$ cat src/rtl/pipeline_ctrl.sv
// Pipeline hazard controller: per-stage hold/bubble enables, exception redirect, stall-cycle counter.
// Latency: stall/flush/redirect are combinational (same cycle); counter updates on the next clk_i edge.
// Backpressure: the latest requesting stage wins; an exception waits in WAIT_MEM until MEM drops its stall.
module pipeline_ctrl (
    input  logic        clk_i,
    input  logic        rst_i,
    input  logic        if_stall_req_i,
    input  logic        id_stall_req_i,
    input  logic        ex_stall_req_i,
    input  logic        mem_stall_req_i,
    input  logic        exc_valid_i,
    input  logic [31:0] exc_target_i,
    input  logic        perf_clr_i,
    output logic [4:0]  stall_o,
    output logic [4:0]  flush_o,
    output logic        new_pc_valid_o,
    output logic [31:0] new_pc_o,
    output logic [15:0] stall_cnt_o
);

    typedef enum logic {
        RUN      = 1'b0,
        WAIT_MEM = 1'b1
    } state_t;

    localparam logic [4:0] STALL_MEM = 5'b01111;
    localparam logic [4:0] FLUSH_MEM = 5'b10000;
    localparam logic [4:0] STALL_EX  = 5'b00111;
    localparam logic [4:0] FLUSH_EX  = 5'b01000;
    localparam logic [4:0] STALL_ID  = 5'b00011;
    localparam logic [4:0] FLUSH_ID  = 5'b00100;
    localparam logic [4:0] STALL_IF  = 5'b00001;
    localparam logic [4:0] FLUSH_IF  = 5'b00010;
    localparam logic [4:0] FLUSH_EXC = 5'b11110;

    state_t      state_q;
    state_t      state_d;
    logic [31:0] exc_tgt_q;
    logic        exc_defer;

    // An exception behind a stalled MEM cannot redirect yet; park its target.
    assign exc_defer = (state_q == RUN) && exc_valid_i && mem_stall_req_i;

    always_ff @(posedge clk_i or posedge rst_i) begin
        if (rst_i) begin
            state_q <= RUN;
        end else begin
            state_q <= state_d;
        end
    end

    always_comb begin
        state_d = state_q;
        case (state_q)
            RUN:      if (exc_defer) state_d = WAIT_MEM;
            WAIT_MEM: if (!mem_stall_req_i) state_d = RUN;
            default:  state_d = RUN;
        endcase
    end

    always_comb begin
        stall_o        = 5'b00000;
        flush_o        = 5'b00000;
        new_pc_valid_o = 1'b0;
        new_pc_o       = 32'h0;
        if (!rst_i) begin
            case (state_q)
                RUN: begin
                    if (exc_valid_i && !mem_stall_req_i) begin
                        flush_o        = FLUSH_EXC;
                        new_pc_valid_o = 1'b1;
                        new_pc_o       = exc_target_i;
                    end else if (mem_stall_req_i) begin
                        stall_o = STALL_MEM;
                        flush_o = FLUSH_MEM;
                    end else if (ex_stall_req_i) begin
                        stall_o = STALL_EX;
                        flush_o = FLUSH_EX;
                    end else if (id_stall_req_i) begin
                        stall_o = STALL_ID;
                        flush_o = FLUSH_ID;
                    end else if (if_stall_req_i) begin
                        stall_o = STALL_IF;
                        flush_o = FLUSH_IF;
                    end
                end
                WAIT_MEM: begin
                    if (mem_stall_req_i) begin
                        stall_o = STALL_MEM;
                        flush_o = FLUSH_MEM;
                    end else begin
                        flush_o        = FLUSH_EXC;
                        new_pc_valid_o = 1'b1;
                        new_pc_o       = exc_tgt_q;
                    end
                end
                default: ;
            endcase
        end
    end

    always_ff @(posedge clk_i or posedge rst_i) begin
        if (rst_i) begin
            exc_tgt_q <= 32'h0;
        end else if (exc_defer) begin
            exc_tgt_q <= exc_target_i;
        end
    end

    // Clear beats increment; count sticks at all-ones.
    always_ff @(posedge clk_i or posedge rst_i) begin
        if (rst_i) begin
            stall_cnt_o <= 16'h0;
        end else if (perf_clr_i) begin
            stall_cnt_o <= 16'h0;
        end else if (stall_o[0] && (stall_cnt_o != 16'hFFFF)) begin
            stall_cnt_o <= stall_cnt_o + 16'h1;
        end
    end

endmodule

$ cat config.mk
export PLATFORM = sky130hd
export DESIGN_NAME = pipeline_ctrl
export DESIGN_NICKNAME = d
export VERILOG_FILES = /design/src/rtl/pipeline_ctrl.sv
export SDC_FILE = /design/constraint.sdc
export NUM_CORES = 1
export LEC_CHECK = 0
export ABC_AREA = 1
export CAP_MARGIN = 20
export CORE_AREA = 2 2 105 107
export DETAILED_ROUTE_END_ITERATION = 16
export DIE_AREA = 0 0 107 109
export PLACE_DENSITY_LB_ADDON = 0.1
export SLEW_MARGIN = 5
export SYNTH_ARGS = -nofsm -noshare
export SYNTH_HDL_FRONTEND = slang
export SYNTH_SLANG_ARGS = --single-unit
$ cat constraint.sdc
create_clock -name clk_i -period 5.5 [get_ports clk_i]
set_input_delay 1.65 -clock clk_i [delete_from_list [all_inputs] [get_ports clk_i]]
set_output_delay 1.65 -clock clk_i [all_outputs]
set_load 0.05 [all_outputs]
==> results.py <==
metrics = {
    "critical_path": {
        "required_ns": 3.85,
        "startpoint_type": "primary input",
        "cp.buffers_inverters": 5,
        "slowest_delay_ns": 0.48,
        "crit_type": "primary input to output pin",
        "path_cells": "clkdlybuf4s50_1, inv_1, nor2_1, inv_1, nor2_2, buf_4, a22oi_1, nor2_1, buf_12",
        "cp_slowest_cell": "clkdlybuf4s50_1",
        "setup.worst_path.end_class": "output pin",
        "path_max_fanout": 19,
        "cpLargestDelayFamily": "buffers and inverters",
        "cp.arrival_ns": 3.28,
    },
    "route": {
        "wl_mm": 7.83,
        "drc_errors": 0,
        "dr.pass1.iters": 4,
        "ant_nets": 0,
        "num_vias": 2610,
        "wl_per_cell_um": 13.9,
        "drtIter0Drc": 90,
        "viasPerCell": 4.63,
    },
    "floorplanning": {
        "num_io_pins": 99,
        "dieWidth_um": 107,
        "fp.coreArea_um2": 10600,
        "fp.dieH_um": 109,
        "start_util": 0.265,
        "placementRows": 38,
        "die_area_um2": 11700,
    },
    "global_routing": {
        "track_usage": 0.138,
        "overflow": 0,
        "antenna_found_initial": 0,
        "grt_pass1_vias": 2589,
        "grt_first_pass_wirelength_mm": 13.0,
        "grt_max_degree": 50,
    },
    "logic_synthesis": {
        "ys_ff_latch": 49,
        "synth_cell_types": 28,
        "ys_seq_area_frac": 0.437,
        "netlist_instances": 330,
        "synth_xor_xnor_area_share": 0.00936,
        "synth_area_um2": 2810,
        "synthMuxAreaShare": 0.128,
        "avgSynthCellArea_um2": 8.51,
        "synth_top_family_by_area": "simple AND/OR/NAND/NOR gates",
        "synth-simple-area-share": 0.232,
        "synth_adder_area_share": 0.00446,
        "ys.warnings.count": 0,
        "synth-compound-area-share": 0.121,
    },
    "clocking": {
        "post_cts_buffers": 0,
        "h-tree-depth": 2,
        "clkTransAtPathRegs_ns": 0.09,
        "cts_buffers": 5,
        "cts-hold-fix-buffers": 0,
        "clock_latency_ns": 0.30,
        "clockRootBuffer": "clkbuf_8",
        "clock-sinks": 49,
        "cts_resized": 0,
        "clk_path_buf_depth": 2,
        "cts_tree": "built",
    },
    "timing": {
        "slew_headroom": 0.562,
        "fin_crit_sh": 0.896,
        "setup_tns_ns": 0,
        "fin_skew_ns": 0.00300,
        "worst_slew_pin_slew_ns": 0.656,
        "setup_ws_ns": 0.569,
        "slew_violations": 0,
        "min_period_ns": 4.93,
        "hold_viol": 0,
        "setup_viol": 0,
        "hold_ws_ns": 0.515,
        "fmax_ghz": 0.203,
        "rsz0062_at_grt": "no",
    },
    "cells_and_area": {
        "antenna_cells": 0,
        "drive_above_1_share": 0.236,
        "filler_cell_count": 1037,
        "fin_nets": 464,
        "syn2layout_area_growth_pct": 55.8,
    },
    "power_and_ir_drop": {
        "seq_power_share": 0.436,
        "pwr-share-comb": 0.286,
        "clockPowerShare": 0.278,
        "power_uw": 987,
        "internal_power_uw": 690,
        "power.density_nw_per_um2": 226,
        "p_leak_nw": 1.84,
        "p_switching_uw": 297,
        "max-vdd-ir-drop_mv": 0.0933,
        "switching_share": 0.301,
    },
    "placed_design": {
        "numPortBuffers": 96,
        "dp_hpwl_mm": 5.69,
        "pre_cts_ws_ns": 0.560,
        "gp_congestion": 0.797,
    },
    "worst_hold_path": {
        "hold_path_class": "register to register",
    },
    "flow_run": {
        "max_cap_viol_count": 0,
    },
    "outcome": {
        "status": "complete, no violations",
    },
}
## routing by layer
metal	track usage	share of wire	up-vias
met2	0.212	0.43	80
li1	-	-	1295
met4	0.0390	0.018	0
met3	0.0371	0.063	12
met1	0.191	0.49	1223
met5	0	0	-
## state kept, by name, indices dropped and copies added, names as in the netlist
register and flops:
state_q 1, exc_tgt_q 32, stall_cnt_o 16
## worst paths after layout
check / to / cells after the start / slack [ns] / start
worst min register to register: exc_tgt_q[21] / 1 / 0.51 / exc_tgt_q[21]
worst max-delay path: new_pc_o[7] / 9 / 0.57 / exc_valid_i
min in group asynchronous: stall_cnt_o[14] / 3 / 2.15 / rst_i
worst min-delay path: exc_tgt_q[21] / 1 / 0.51 / exc_tgt_q[21]
worst max register to register: stall_cnt_o[10] / 9 / 3.60 / stall_cnt_o[0]
max in group asynchronous: stall_cnt_o[12] / 3 / 2.93 / rst_i
## cell type report
| cell class | count | area [um^2] | area share |
|---|---|---|---|
| tap | 140 | 175 | 0.0400 |
| clock inverter | 2 | 37.5 | 0.00858 |
| clock buffer | 6 | 82.6 | 0.0189 |
| multi-input combinational | 241 | 1400 | 0.320 |
| inverter | 23 | 90.1 | 0.0206 |
| timing repair buffer | 103 | 1360 | 0.311 |
| sequential | 49 | 1230 | 0.280 |
## synth_stat cells
master,instances,area share
nor3_1,1,0.0018
a21oi_1,5,0.0089
nor2_2,3,0.0067
nor2_4,2,0.0080
o21ai_0,3,0.0053
ha_1,1,0.0045
nor2_1,59,0.079
a22oi_1,32,0.086
inv_2,1,0.0013
o21bai_1,2,0.0053
inv_1,21,0.028
nand2_2,3,0.0067
buf_4,2,0.0053
clkinv_1,1,0.0013
xnor2_1,1,0.0031
a31oi_1,3,0.0067
buf_2,8,0.014
a311oi_1,2,0.0062
dfrtp_1,49,0.44
mux2_2,32,0.13
nand3_1,15,0.027
buf_6,2,0.0080
clkbuf_1,6,0.0080
xor2_1,2,0.0062
nand2_1,64,0.086
conb_1,1,0.0013
nand4_1,8,0.018
o21ai_2,1,0.0031
## logic make-up (layout without fill, tap and decap cells)
| logic type | Yosys count | in the layout |
|---|---|---|
| XOR/XNOR | 3 | 3 |
| AO/OA/AOI/OAI | 48 | 48 |
| other | 1 | 2 |
| AND/OR/NAND/NOR | 155 | 155 |
| adder cells (fa/ha/maj) | 1 | 1 |
| flip-flops | 49 | 49 |
| buffers and inverters | 41 | 134 |
| multiplexers | 32 | 32 |
## power by group through the flow
stage                     Clock, mW  Combinational, mW  Sequential [mW]
after floorplan                   0              0.162            0.435
after global placement            0              0.283            0.437
after detailed placement          0              0.286            0.438
after CTS                     0.286              0.286            0.430
after global routing          0.298              0.304            0.437
final                         0.274              0.282            0.431
## cells in the final DEF, fill, tap and decap left out, drive strengths merged
cell           netlist  routed
nand3               15      15
nand4                8       8
a311oi               2       2
conb                 1       2
xnor2                1       1
buf                 12      48
o21ai                4       4
ha                   1       1
nor2                64      64
nand2               67      67
clkbuf               6       6
bufinv               0       1
a21oi                5       5
a31oi                3       3
o21bai               2       2
clkdlybuf4s50        0      55
a22oi               32      32
clkinvlp             0       2
clkinv               1       1
mux2                32      32
nor3                 1       1
inv                 22      21
xor2                 2       2
dfrtp               49      49
## through the flow
stage / cell area, um^2 / std cells / utilization
after CTS: 4370 / 564 / 0.413
after floorplan: 2820 / 331 / -
after global placement: 4250 / 556 / 0.401
after global routing: 4370 / 564 / 0.413
final: 4370 / 564 / 0.413
after detailed placement: 4250 / 556 / 0.401
Power figures use the tool's default switching activity.
